==> src/rtl/rpn_sequencer_if.sv <==
// Token, stack and result signals between the RPN sequencer and its neighbours.
// The sequencer uses the slave view; the token source, stack and result sink use the master view.
interface rpn_sequencer_if #(
  parameter int WIDTH = 32,
  parameter int DEPTH = 16
) ();
  localparam int CW = $clog2(DEPTH + 1);

  logic             tok_stb;
  logic             tok_op;
  logic [WIDTH-1:0] tok_dat;
  logic             tok_ack;

  logic             stk_push_stb;
  logic [WIDTH-1:0] stk_push_dat;
  logic             stk_push_ack;
  logic             stk_pop_req;
  logic [WIDTH-1:0] stk_top_dat;

  logic             res_stb;
  logic [WIDTH-1:0] res_dat;
  logic             res_ack;

  logic             err_flg;
  logic [1:0]       err_code;
  logic [CW-1:0]    depth_cnt;

  modport master (
    output tok_stb, tok_op, tok_dat, stk_push_ack, stk_top_dat, res_ack,
    input  tok_ack, stk_push_stb, stk_push_dat, stk_pop_req,
           res_stb, res_dat, err_flg, err_code, depth_cnt
  );

  modport slave (
    input  tok_stb, tok_op, tok_dat, stk_push_ack, stk_top_dat, res_ack,
    output tok_ack, stk_push_stb, stk_push_dat, stk_pop_req,
           res_stb, res_dat, err_flg, err_code, depth_cnt
  );
endinterface

==> src/rtl/rpn_sequencer.sv <==
// Reverse-Polish evaluation controller: pushes operands, pops/computes/pushes for
// operators, presents the top on EQ, and tracks stack depth and sticky errors itself.
module rpn_sequencer #(
  parameter int WIDTH = 32,
  parameter int DEPTH = 16
) (
  input  logic           clk_i,
  input  logic           rst_ni,
  rpn_sequencer_if.slave bus
);
  localparam int CW = $clog2(DEPTH + 1);

  localparam logic [2:0] OP_ADD = 3'd0;
  localparam logic [2:0] OP_SUB = 3'd1;
  localparam logic [2:0] OP_EQ  = 3'd3;
  localparam logic [2:0] OP_CLR = 3'd4;

  localparam logic [1:0] E_NONE    = 2'd0;
  localparam logic [1:0] E_UNDER   = 2'd1;
  localparam logic [1:0] E_OVER    = 2'd2;
  localparam logic [1:0] E_ILLEGAL = 2'd3;

  typedef enum logic [2:0] {
    S_IDLE, S_POP_B, S_POP_A, S_EXEC, S_PUSH, S_OUT, S_DRAIN
  } state_e;

  state_e           state_q, state_d;
  logic [WIDTH-1:0] a_q, a_d;
  logic [WIDTH-1:0] b_q, b_d;
  logic [WIDTH-1:0] push_dat_q, push_dat_d;
  logic [WIDTH-1:0] res_dat_q, res_dat_d;
  logic [2:0]       op_q, op_d;
  logic [CW-1:0]    depth_q, depth_d;
  logic             err_q, err_d;
  logic [1:0]       code_q, code_d;

  logic             tok_ack;
  logic             push_stb;
  logic             pop_req;
  logic             res_stb;
  logic [2:0]       tok_code;
  logic             is_clr;

  assign tok_code = bus.tok_dat[2:0];
  assign is_clr   = bus.tok_op && (tok_code == OP_CLR);

  always_ff @(posedge clk_i or negedge rst_ni) begin
    if (!rst_ni) begin
      state_q    <= S_IDLE;
      a_q        <= '0;
      b_q        <= '0;
      push_dat_q <= '0;
      res_dat_q  <= '0;
      op_q       <= OP_ADD;
      depth_q    <= '0;
      err_q      <= 1'b0;
      code_q     <= E_NONE;
    end else begin
      state_q    <= state_d;
      a_q        <= a_d;
      b_q        <= b_d;
      push_dat_q <= push_dat_d;
      res_dat_q  <= res_dat_d;
      op_q       <= op_d;
      depth_q    <= depth_d;
      err_q      <= err_d;
      code_q     <= code_d;
    end
  end

  always_comb begin
    state_d    = state_q;
    a_d        = a_q;
    b_d        = b_q;
    push_dat_d = push_dat_q;
    res_dat_d  = res_dat_q;
    op_d       = op_q;
    depth_d    = depth_q;
    err_d      = err_q;
    code_d     = code_q;
    tok_ack    = 1'b0;
    push_stb   = 1'b0;
    pop_req    = 1'b0;
    res_stb    = 1'b0;

    case (state_q)
      S_IDLE: begin
        if (bus.tok_stb) begin
          tok_ack = 1'b1;
          if (is_clr) begin
            if (depth_q == '0) begin
              err_d  = 1'b0;
              code_d = E_NONE;
            end else begin
              state_d = S_DRAIN;
            end
          end else if (err_q) begin
            // Sticky error: the token is consumed and the first code is kept.
            state_d = S_IDLE;
          end else if (!bus.tok_op) begin
            if (depth_q == CW'(DEPTH)) begin
              err_d  = 1'b1;
              code_d = E_OVER;
            end else begin
              push_dat_d = bus.tok_dat;
              state_d    = S_PUSH;
            end
          end else if (tok_code > OP_CLR) begin
            err_d  = 1'b1;
            code_d = E_ILLEGAL;
          end else if (tok_code == OP_EQ) begin
            if (depth_q == '0) begin
              err_d  = 1'b1;
              code_d = E_UNDER;
            end else begin
              op_d    = tok_code;
              state_d = S_POP_B;
            end
          end else if (depth_q < CW'(2)) begin
            err_d  = 1'b1;
            code_d = E_UNDER;
          end else begin
            op_d    = tok_code;
            state_d = S_POP_B;
          end
        end
      end

      S_POP_B: begin
        // The top is read before this cycle's pop takes effect at the edge.
        b_d     = bus.stk_top_dat;
        pop_req = 1'b1;
        depth_d = depth_q - CW'(1);
        if (op_q == OP_EQ) begin
          res_dat_d = bus.stk_top_dat;
          state_d   = S_OUT;
        end else begin
          state_d = S_POP_A;
        end
      end

      S_POP_A: begin
        a_d     = bus.stk_top_dat;
        pop_req = 1'b1;
        depth_d = depth_q - CW'(1);
        state_d = S_EXEC;
      end

      S_EXEC: begin
        case (op_q)
          OP_ADD:  push_dat_d = a_q + b_q;
          OP_SUB:  push_dat_d = a_q - b_q;
          default: push_dat_d = a_q * b_q;
        endcase
        state_d = S_PUSH;
      end

      S_PUSH: begin
        push_stb = 1'b1;
        if (bus.stk_push_ack) begin
          depth_d = depth_q + CW'(1);
          state_d = S_IDLE;
        end
      end

      S_OUT: begin
        res_stb = 1'b1;
        if (bus.res_ack) begin
          state_d = S_IDLE;
        end
      end

      S_DRAIN: begin
        pop_req = 1'b1;
        depth_d = depth_q - CW'(1);
        if (depth_q <= CW'(1)) begin
          err_d   = 1'b0;
          code_d  = E_NONE;
          state_d = S_IDLE;
        end
      end

      default: state_d = S_IDLE;
    endcase
  end

  assign bus.tok_ack      = tok_ack;
  assign bus.stk_push_stb = push_stb;
  assign bus.stk_push_dat = push_dat_q;
  assign bus.stk_pop_req  = pop_req;
  assign bus.res_stb      = res_stb;
  assign bus.res_dat      = res_dat_q;
  assign bus.err_flg      = err_q;
  assign bus.err_code     = code_q;
  assign bus.depth_cnt    = depth_q;
endmodule

==> src/flat_wrapper.sv <==
// flat-port wrapper written by rule: the top's interface ports become plain ports
module rpn_sequencer_flat 
#(
  parameter int WIDTH = 32,
  parameter int DEPTH = 16
)
  (clk_i, rst_ni, bus_tok_stb, bus_tok_op, bus_tok_dat, bus_stk_push_ack, bus_stk_top_dat, bus_res_ack, bus_tok_ack, bus_stk_push_stb, bus_stk_push_dat, bus_stk_pop_req, bus_res_stb, bus_res_dat, bus_err_flg, bus_err_code, bus_depth_cnt);
  rpn_sequencer_if #(.WIDTH(WIDTH), .DEPTH(DEPTH)) bus_i ();
  input  logic clk_i;
  input  logic rst_ni;
  input wire logic [$bits(bus_i.tok_stb)-1:0] bus_tok_stb;
  input wire logic [$bits(bus_i.tok_op)-1:0] bus_tok_op;
  input wire logic [$bits(bus_i.tok_dat)-1:0] bus_tok_dat;
  input wire logic [$bits(bus_i.stk_push_ack)-1:0] bus_stk_push_ack;
  input wire logic [$bits(bus_i.stk_top_dat)-1:0] bus_stk_top_dat;
  input wire logic [$bits(bus_i.res_ack)-1:0] bus_res_ack;
  output wire logic [$bits(bus_i.tok_ack)-1:0] bus_tok_ack;
  output wire logic [$bits(bus_i.stk_push_stb)-1:0] bus_stk_push_stb;
  output wire logic [$bits(bus_i.stk_push_dat)-1:0] bus_stk_push_dat;
  output wire logic [$bits(bus_i.stk_pop_req)-1:0] bus_stk_pop_req;
  output wire logic [$bits(bus_i.res_stb)-1:0] bus_res_stb;
  output wire logic [$bits(bus_i.res_dat)-1:0] bus_res_dat;
  output wire logic [$bits(bus_i.err_flg)-1:0] bus_err_flg;
  output wire logic [$bits(bus_i.err_code)-1:0] bus_err_code;
  output wire logic [$bits(bus_i.depth_cnt)-1:0] bus_depth_cnt;
  assign bus_i.tok_stb = bus_tok_stb;
  assign bus_i.tok_op = bus_tok_op;
  assign bus_i.tok_dat = bus_tok_dat;
  assign bus_i.stk_push_ack = bus_stk_push_ack;
  assign bus_i.stk_top_dat = bus_stk_top_dat;
  assign bus_i.res_ack = bus_res_ack;
  assign bus_tok_ack = bus_i.tok_ack;
  assign bus_stk_push_stb = bus_i.stk_push_stb;
  assign bus_stk_push_dat = bus_i.stk_push_dat;
  assign bus_stk_pop_req = bus_i.stk_pop_req;
  assign bus_res_stb = bus_i.res_stb;
  assign bus_res_dat = bus_i.res_dat;
  assign bus_err_flg = bus_i.err_flg;
  assign bus_err_code = bus_i.err_code;
  assign bus_depth_cnt = bus_i.depth_cnt;
  rpn_sequencer #(.WIDTH(WIDTH), .DEPTH(DEPTH)) u_core (.clk_i(clk_i), .rst_ni(rst_ni), .bus(bus_i));
endmodule
==> config.mk <==
export PLATFORM = sky130hd
export DESIGN_NAME = rpn_sequencer_flat
export DESIGN_NICKNAME = d
export VERILOG_FILES = /design/src/rtl/rpn_sequencer_if.sv /design/src/rtl/rpn_sequencer.sv /design/src/flat_wrapper.sv
export SDC_FILE = /design/constraint.sdc
export NUM_CORES = 2
export LEC_CHECK = 0
export ABC_CLOCK_PERIOD_IN_PS = 22200
export CAP_MARGIN = 20
export CORE_MARGIN = 2
export CORE_UTILIZATION = 40
export CTS_CLUSTER_SIZE = 12
export DETAILED_ROUTE_END_ITERATION = 10
export DONT_BUFFER_PORTS = 1
export GPL_TIMING_DRIVEN = 0
export RECOVER_POWER = 25
export SLEW_MARGIN = 15
export SYNTH_ARGS = -nofsm -noshare
export SYNTH_HDL_FRONTEND = slang
export SYNTH_SLANG_ARGS = --single-unit
==> constraint.sdc <==
create_clock -name clk_i -period 22.2 [get_ports clk_i]
set_input_delay 4.44 -clock clk_i [delete_from_list [all_inputs] [get_ports clk_i]]
set_output_delay 4.44 -clock clk_i [all_outputs]
set_load 0.1 [all_outputs]
* Word-level counts from Yosys, hierarchy flattened
Index checks and enable logic that the tools add are counted.
** Cells by class
- Multiplexer cells :: 56
- Equality and inequality tests :: 31
- Multipliers :: 1
- Bitwise operators :: 3
- Reductions and logical operators :: 15
- Magnitude comparators :: 3
- Add/sub/neg operators :: 4
** Operators with widths (count)
- $mux W32 :: 5
- $pmux W32 S2 :: 2
- $mux W3 :: 17
- $add A32 B32 Y32 :: 1
- $mul A32 B32 Y32 :: 1
- $sub A32 B32 Y32 :: 1
- $mux W2 :: 11
- $pmux W3 S7 :: 1
- $mux W1 :: 16
- $ne A2 B2 Y1 const B :: 8
- $reduce_and A8 Y1 :: 2
- $eq A3 B2 Y1 const B :: 4
- $eq A3 B3 Y1 const B :: 4
- $ne A5 B3 Y1 const B :: 2
- $pmux W5 S2 :: 1
- $ne A3 B3 Y1 const B :: 3
- $reduce_and A9 Y1 :: 1
- $eq A3 B1 Y1 const B :: 2
- $logic_not A3 Y1 :: 2
- $ne A6 B2 Y1 const B :: 1
- $ne A6 B3 Y1 const B :: 1
- $ne A6 B4 Y1 const B :: 1
- $reduce_and A6 Y1 :: 1
- $reduce_bool A2 Y1 :: 3
- 18 further kinds :: 22
** Storage, ports and cells
- Logic and storage cells :: 122
- Input port bits :: 70
- Flip-flop bits (word level) :: 142
- Output and inout bits :: 76

* Logic depth before layout (Yosys ltp)
- Word-level depth :: 9
- Gate-level depth with buffers :: 28
- Depth with buffers taken out :: 26

* Least setup slack after synthesis
OpenSTA, ideal clock, no wires.
- Kind :: in2out
- Start point :: in bus_tok_stb
- End point :: out bus_tok_ack
- Setup slack :: 12.656 ns
- Cell stages on the path :: 2
- Arrival :: 5.104 ns
- Data required time :: 17.760 ns
- Path through :: nand2_1 > inv_1
** Between the ends
- Cells in the longest elaborated chain, start to end :: 2
** RTL lines
- from (decl) :: RTL line flat_wrapper.sv:11 : input wire logic [$bits(bus_i.tok_stb)-1:0] bus_tok_stb;
- $mux W1 :: RTL line rpn_sequencer.sv:88 : if (bus.tok_stb) begin
- $mux W1 :: RTL line rpn_sequencer.sv:86 : case (state_q)
- to (decl) :: RTL line flat_wrapper.sv:17 : output wire logic [$bits(bus_i.tok_ack)-1:0] bus_tok_ack;
No other way between the ends.

* Worst setup path after layout
Same ends and word-level chain as after synthesis.

==> out/results.ini <==
[clocking]
cts_buffer_depth = 2
clk_pin_slew_ps = 60
ctsResizeCount = 0
clock-root-buffer = clkbuf_16
numCtsBuffers = 17
post_cts_buffers = 0
cts_hold_buf = 0
cts_sinks = 142
insertion_delay_ps = 440
cts_tree = done
h-tree-depth = 4

[critical_path]
start_kind = primary input
crit_fanout = 3
cp.arrival_ps = 5190
reg2reg_depth = 25
cpPeakStageDelay_ps = 690
cpMaxStageDelayCell = inv_1
crit_family = buffers and inverters
worstSetupPathType = primary input to primary output
endpoint_kind = primary output
crit_buf_inv = 1
critical_path_depth = 2
cp_cell_sequence = nand2_1 > inv_1
cp_data_required_time_ps = 17760

[global_routing]
track_usage_pct = 27.5
grt_start_max_net_pins = 143
grt_pass1_vias = 20100
overflow = 0
antenna_found_initial = 5
grt_pass1_wl_um = 128000

[yosys]
netlist_instances = 2600
synth_top_area_share_pct = 33.9
synth.largest_area_cell = fa_1
yosys.cell_count.top_type = fa_1
syn_area_um2 = 24100
synth-main-ff-cell = dfrtp_1
synth_edf_count = 0
synthTopCellsByArea = fa_1 (34%), dfrtp_1 (15%), ha_1 (8.3%), and2_1 (7.9%), inv_1 (6.3%)
ys_seq_area_share_pct = 14.7
syn_area_per_cell_um2 = 9.28
ys_seq_elements = 142
synthArstFlopShare_pct = 100
yosysWarningCount = 0
ys_types = 65
syn-num-nets = 3239
synthTopCellsByCount = fa_1 (409), inv_1 (408), and2_1 (306)

[die]
num_rows = 90
io_pins = 146
die_w_um = 250
die_area_um2 = 62300
die_height_um = 250
coreArea_um2 = 60000
initial_core_util_pct = 40.2

[placement]
dp_hpwl_um = 67600
gp_congestion = 0.973
portBuffers = 0

[hold_path]
min_path_cells = 1
hp-class = register to register

[routing]
met3_length_um = 8050
wl_um = 83700
top_layer_used = met5
avgRoutedWirePerCell_um = 24.4
viasPerCell = 5.55
final_antenna_net_count = 0
drc = 0
met2_length_um = 37100
vias = 19000
first_iter_violations = 1817
first_pass_iters = 5
drt-met1-wl_um = 33800

[final_layout]
nNetsFinal = 3262
multiInputGateArea_um2 = 18500
drive_above_1_share_pct = 5.31
regArea_um2 = 3550
fill_cells = 5958
syn2layout_area_growth_pct = 7.01

[timing]
fmax_mhz = 104
rsz0062_at_grt = no
tns_ps = 0
final_hold_viol_count = 0
final-setup-viol-count = 0
fin_worst_skew_ps = 20.9
slew_headroom_pct = 17.3
worstMarginPinSlew_ps = 1240
fin_crit_sh_pct = 43.4
slew_violations = 0
min_period_ps = 9630

[job]
drv_cap = 0

[status]
status = completed

[cell type report]
class | instances | share of cell area (%)
sequential | 142 | 13.8
multi-input combinational | 1902 | 71.6
antenna | 13 | 0.126
clock inverter | 15 | 0.766
buffer | 147 | 2.14
timing repair buffer | 4 | 0.199
clock buffer | 17 | 1.65
inverter | 409 | 5.95
tap | 782 | 3.79
[per-layer routing]
layer / up-vias / GRT usage [%]
met1: 9721 / 36.3
met2: 956 / 42.6
met3: 205 / 6.40
met4: 2 / 13.3
met5: - / 0
li1: 8162 / -
[metrics by stage]
stage               setup slack (ps)  hold WS (ps)  utilization (%)  instance area (µm²)  std cells
floorplan                      12660           482                -                24100       2600
global placement               12560           510             41.8                25100       3382
detailed placement             12570           514             41.8                25100       3383
CTS                            12570           532             42.9                25700       3415
global route                   12560           547             42.9                25800       3419
finish                         12570           534             43.0                25800       3431
[cell families (layout without fill, tap and decap cells)]
| kind of cell | after synthesis | after routing | synth area share [%] |
|---|---|---|---|
| buf+inv | 556 | 592 | 8.65 |
| xor+xnor | 142 | 142 | 5.16 |
| compound gates | 298 | 298 | 8.00 |
| flops | 142 | 142 | 14.7 |
| simple gates | 796 | 796 | 16.7 |
| other cells | 0 | 13 | 0 |
| mux | 97 | 97 | 4.49 |
| fa+ha+maj | 569 | 569 | 42.2 |
[cell usage in the layout, fill, tap and decap left out, types with 80 or more instances in the layout]
| cell | Yosys | final |
|---|---|---|
| a21oi_1 | 88 | 88 |
| and2_1 | 306 | 306 |
| clkbuf_1 | 138 | 139 |
| dfrtp_1 | 142 | 142 |
| fa_1 | 409 | 409 |
| ha_1 | 160 | 160 |
| inv_1 | 408 | 408 |
| mux2_2 | 90 | 90 |
| nand2_1 | 298 | 298 |
| nor2_1 | 80 | 80 |
| xnor2_1 | 97 | 97 |
[flip-flops by register name, indices dropped and copies added (netlist names)]
signal                   flops
u_core.a_q                  32
u_core.b_q                  32
u_core.bus.res_dat          32
u_core.bus.stk_push_dat     32
u_core.bus.depth_cnt         5
u_core.op_q                  3
u_core.state_q               3
u_core.bus.err_code          2
u_core.bus.err_flg           1
[final timing paths]
check                                                          end  slack [ps]                  startpoint
max in group asynchronous       u_core.bus.res_dat[19]$_DFFE_PN0P_       18310                      rst_ni
hold reg to reg                         u_core.op_q[2]$_DFFE_PN0P_         530  u_core.op_q[2]$_DFFE_PN0P_
setup / recovery                                       bus_tok_ack       12570                 bus_tok_stb
hold / removal                          u_core.op_q[2]$_DFFE_PN0P_         530  u_core.op_q[2]$_DFFE_PN0P_
setup reg to reg           u_core.bus.stk_push_dat[30]$_DFFE_PN0P_       12820   u_core.b_q[8]$_DFFE_PN0N_
min in group asynchronous      u_core.bus.depth_cnt[3]$_DFFE_PN0P_        3690                      rst_ni
Power is left out: the tool's default activity adds up to more than one toggle a clock period on the data nets, which glitch-free logic cannot reach.
==> edit 1: new RTL, same settings <==
Re-encode `state_e` (7 states) as one-hot, 7 bits wide.
--- a/src/rtl/rpn_sequencer.sv
+++ b/src/rtl/rpn_sequencer.sv
@@ -20,8 +20,8 @@
   localparam logic [1:0] E_OVER    = 2'd2;
   localparam logic [1:0] E_ILLEGAL = 2'd3;
 
-  typedef enum logic [2:0] {
-    S_IDLE, S_POP_B, S_POP_A, S_EXEC, S_PUSH, S_OUT, S_DRAIN
+  typedef enum logic [6:0] {
+    S_IDLE = 7'b0000001, S_POP_B = 7'b0000010, S_POP_A = 7'b0000100, S_EXEC = 7'b0001000, S_PUSH = 7'b0010000, S_OUT = 7'b0100000, S_DRAIN = 7'b1000000
   } state_e;
 
   state_e           state_q, state_d;
Check against the original RTL: same outputs for any inputs over 4 cycles, from zero or initial values and one cycle with rst_ni low; so few cycles prove little.
==> edit 1 against the unedited design <==
Sequential cell count increased by 4; area after synthesis rose by 0.48%; routed wire length grew 5.7%; clock skew up 14 ps; utilization up 0.17 points; setup slack worse by 44 ps; sequential share of layout area grew 0.31 points; final cell count rose by 1.8%; final area is 0.58% higher; critical endpoint unchanged.
Power is left out: the tool's default activity adds up to more than one toggle a clock period on the data nets, which glitch-free logic cannot reach.
==> edit 1: results <==
group,metric,value,unit
min_path,hold_class,"reg2reg",
yosys,ys_warn_count,0,
yosys,synth_area_per_cell,9.10,µm²
yosys,synth-seq-area-share,15.1,%
global_routing,gr-usage-met2,44.3,%
clocking,cts_resized,0,
clocking,clock_path_buffers,2,
run_status,status,"completed",
placed_design,placed_cells,3452,
setup_path,critPathArrivalTime,5240,ps
clocking,clk_pin_slew_worst_paths,60,ps
global_routing,grt_pass1_vias,20800,
global_routing,antenna_found_initial,10,
route,wl,88500,µm
min_path,worstHoldEndpoint,"u_core.a_q[31]",
layout,drive_above_1_share,4.84,%
global_routing,track_usage,28.8,%
placed_design,io_buffers,0,
route,wl_met1,35100,µm
placed_design,gp_congestion,0.975,
setup_path,crit_slowest_cell,"and2_1",
global_routing,grt_pass1_wl,133000,µm
route,wl_met3,9200,µm
route,dr.pass1.iters,5,
setup_path,max_stage_delay,790,ps
route,wl_per_cell,25.3,µm
yosys,synth_ff_type,"dfrtp_1",
layout,fill_cells,5949,
setup_path,reg2reg_depth,24,
setup_path,cpLargestDelayFamily,"simple AND/OR/NAND/NOR gates",
global_routing,grt_max_degree,147,
route,via_per_inst,5.62,
clocking,clockRootBuffer,"clkbuf_16",
global_routing,gr-total-overflow,0,
timing,skew,35.1,ps
yosys,synth_commonest_cells,"fa_1 (409), inv_1 (393), nand2_1 (390), and2_1 (313), ha_1 (160)",
clocking,post_cts_buffers,0,
min_path,min-delay-start,"u_core.a_q[31]",
setup_path,crit_path_max_fanout,4,
clocking,clk_latency,470,ps
clocking,h-tree-depth,4,
placed_design,hpwl,70100,µm
route,dr.max_layer_used,"met5",
yosys,synth.distinct_cells,69,
yosys,synth_fp_nets,3302,
yosys,synthTopCellsByArea,"fa_1 (34%), dfrtp_1 (15%), ha_1 (8.3%), and2_1 (8.1%), inv_1 (6.1%)",
setup_path,r2r_slack,12840,ps
clocking,cts_buffers,17,
setup_path,regToRegEndpoint,"u_core.bus.stk_push_dat[24]",
global_routing,met1_usage,37.6,%
route,route.met2.wl,38900,µm
min_path,whs_path_depth,2,
route,drt_iter0_markers,1843,
setup_path,reg2reg_from,"u_core.a_q[3]",
timing,max_slew.worst_pin.slew,1290,ps
global_routing,use_met3,7.77,%
yosys,synthArstFlopShare,100,%
==> edit 1: changes by cell type after synthesis, sizes merged, moves of 9 or more <==
| cell | before | now |
|---|---|---|
| nor2 | 80 | 67 |
| mux2 | 90 | 65 |
| inv | 408 | 394 |
| nand2 | 298 | 390 |
| a211oi | 23 | 14 |
| o21ai | 76 | 87 |
==> edit 1: worst max path at each step <==
stage / start / endpoint / slack (ps) / cells after the start
after CTS: bus_tok_stb / bus_tok_ack / 12530 / 1
final: bus_tok_stb / bus_tok_ack / 12520 / 1
after global placement: bus_tok_stb / bus_tok_ack / 12530 / 1
after global routing: bus_tok_stb / bus_tok_ack / 12510 / 1
after floorplan: bus_tok_stb / bus_tok_ack / 12560 / 1
after detailed placement: bus_tok_stb / bus_tok_ack / 12530 / 1
==> edit 1: final cells by class <==
type	count	area, µm²	area share [%]
well taps	782	978	3.77
plain buffers	150	571	2.20
diodes	4	10.0	0.0386
multi-input cells	1973	18500	71.4
flip-flops and latches	146	3650	14.1
clock inverters	15	144	0.554
inverters	394	1480	5.70
repair buffers	11	158	0.607
clock buffers	17	425	1.64
==> edit 1: metrics by stage <==
step	instance area (µm²)	hold slack (ps)	utilization, %	worst slack (ps)
3_5_place_dp	25300	523	42.1	12530
5_1_grt	25900	598	43.2	12510
4_1_cts	25900	569	43.1	12530
2_1_floorplan	24200	488	-	12560
3_3_place_gp	25200	507	41.9	12530
6_report	26000	565	43.2	12520
==> edit 1: cell families after synthesis <==
logic type                 synth area share [%]
AOI/OAI and AO/OA                          7.58
xor gates and xnor gates                   5.28
adders and majority gates                  42.0
buffers and inverters                      8.45
DFF                                        15.1
muxes                                      3.14
and+or+nand+nor                            18.4
==> edit 2: new RTL, same flow settings <==
Without the edit above. `DEPTH` is set to 16 in 3 places; all go to 64.
--- a/src/rtl/rpn_sequencer_if.sv
+++ b/src/rtl/rpn_sequencer_if.sv
@@ -2,7 +2,7 @@
 // The sequencer uses the slave view; the token source, stack and result sink use the master view.
 interface rpn_sequencer_if #(
   parameter int WIDTH = 32,
-  parameter int DEPTH = 16
+  parameter int DEPTH = 64
 ) ();
   localparam int CW = $clog2(DEPTH + 1);
 
--- a/src/rtl/rpn_sequencer.sv
+++ b/src/rtl/rpn_sequencer.sv
@@ -2,7 +2,7 @@
 // operators, presents the top on EQ, and tracks stack depth and sticky errors itself.
 module rpn_sequencer #(
   parameter int WIDTH = 32,
-  parameter int DEPTH = 16
+  parameter int DEPTH = 64
 ) (
   input  logic           clk_i,
   input  logic           rst_ni,
--- a/src/flat_wrapper.sv
+++ b/src/flat_wrapper.sv
@@ -2,7 +2,7 @@
 module rpn_sequencer_flat 
 #(
   parameter int WIDTH = 32,
-  parameter int DEPTH = 16
+  parameter int DEPTH = 64
 )
   (clk_i, rst_ni, bus_tok_stb, bus_tok_op, bus_tok_dat, bus_stk_push_ack, bus_stk_top_dat, bus_res_ack, bus_tok_ack, bus_stk_push_stb, bus_stk_push_dat, bus_stk_pop_req, bus_res_stb, bus_res_dat, bus_err_flg, bus_err_code, bus_depth_cnt);
   rpn_sequencer_if #(.WIDTH(WIDTH), .DEPTH(DEPTH)) bus_i ();
Interface: changed (resized bus_depth_cnt); port bits go from 146 to 148. The function was not compared with the original's and may differ.
==> edit 2 against the unedited design <==
Area after synthesis rose by 0.42%; final area rose by 0.14%; worst hold slack improved by 7.2 ps; first-iteration DRC count fell by 6.5%; sequential cell count rose by 2; global-route usage barely moved; critical endpoint unchanged; routed wire length rose by 0.77%; setup slack got worse by 34 ps.
Power is left out: the tool's default activity adds up to more than one toggle a clock period on the data nets, which glitch-free logic cannot reach.
==> edit 2: results <==
group,metric,value,unit
global_routing,antenna_found_initial,4,
global_routing,grt_pass1_vias,20500,
layout,multi_input_area_share,71.8,%
yosys,synth-seq-area-share,14.9,%
timing,skew,20.0,ps
placed_design,hpwl,67400,µm
layout,seq_share,13.9,%
setup_path,max_stage_delay,780,ps
route,dr.pass1.iters,8,
run_status,status,"completed",
layout,inverters,395,
setup_path,crit_slowest_cell,"and2_1",
global_routing,met1_usage,36.5,%
setup_path,reg2reg_from,"u_core.a_q[13]",
setup_path,cpLargestDelayFamily,"simple AND/OR/NAND/NOR gates",
placed_design,gp_congestion,0.979,
global_routing,use_met3,5.21,%
yosys,synth.distinct_cells,64,
layout,nMultiInputCombCells,1931,
layout,drive_above_1_share,5.49,%
layout,clk_share,2.26,%
global_routing,gr-usage-met2,42.9,%
setup_path,reg2reg_depth,26,
setup_path,crit_path_max_fanout,4,
timing,slew_headroom,20.0,%
yosys,synthTopCellsByArea,"fa_1 (34%), dfrtp_1 (15%), ha_1 (8.3%), and2_1 (8.1%), inv_1 (6.1%)",
layout,bufAreaShareNonClock,2.43,%
yosys,synth_commonest_cells,"fa_1 (409), inv_1 (395), and2_1 (314), nand2_1 (308), ha_1 (160)",
global_routing,grt_pass1_wl,128000,µm
route,wl_per_cell,24.5,µm
route,vias,19400,
[edit 2: cell count changes in the layout (fill, tap and decap cells not counted), moves of 7 or more]
cell	delta
nor3_1	+9
inv_1	-13
nand2_1	+10
o211ai_1	-7
and2_1	+8
a21o_1	-10
clkbuf_1	+8
o21ai_0	+15
o21ai_1	-7
[edit 2: logic make-up (layout without fill, tap and decap cells)]
group / Yosys count / in the layout / share of synthesized area, %
buf+inv: 549 / 584 / 8.54
flops: 144 / 144 / 14.9
xor+xnor: 147 / 147 / 5.35
other cells: 0 / 7 / 0
mux: 99 / 99 / 4.59
fa+ha+maj: 569 / 569 / 42.1
compound gates: 299 / 299 / 7.55
simple gates: 817 / 817 / 17.0
[edit 2: stage by stage]
step / utilization (%) / std cells / instance area [µm²] / setup WS (ps) / hold slack, ps
final: 43.0 / 3448 / 25800 / 12530 / 542
after global routing: 43.0 / 3441 / 25800 / 12540 / 562
after CTS: 42.9 / 3439 / 25800 / 12540 / 539
after detailed placement: 41.9 / 3407 / 25200 / 12540 / 521
after global placement: 41.9 / 3406 / 25200 / 12550 / 503
after floorplan: - / 2624 / 24200 / 12570 / 482
[edit 2: metal layers]
metal / wire (µm) / up-vias
li1: - / 8239
met1: 33200 / 9882
met2: 38000 / 1049
met3: 7960 / 234
met4: 5100 / 4
met5: 29 / -
[edit 2: how the worst max path moves through the flow]
stage / end / cells past startpoint
CTS: bus_tok_ack / 1
global route: bus_tok_ack / 1
finish: bus_tok_ack / 1
floorplan: bus_tok_ack / 1
detailed placement: bus_tok_ack / 1
global placement: bus_tok_ack / 1
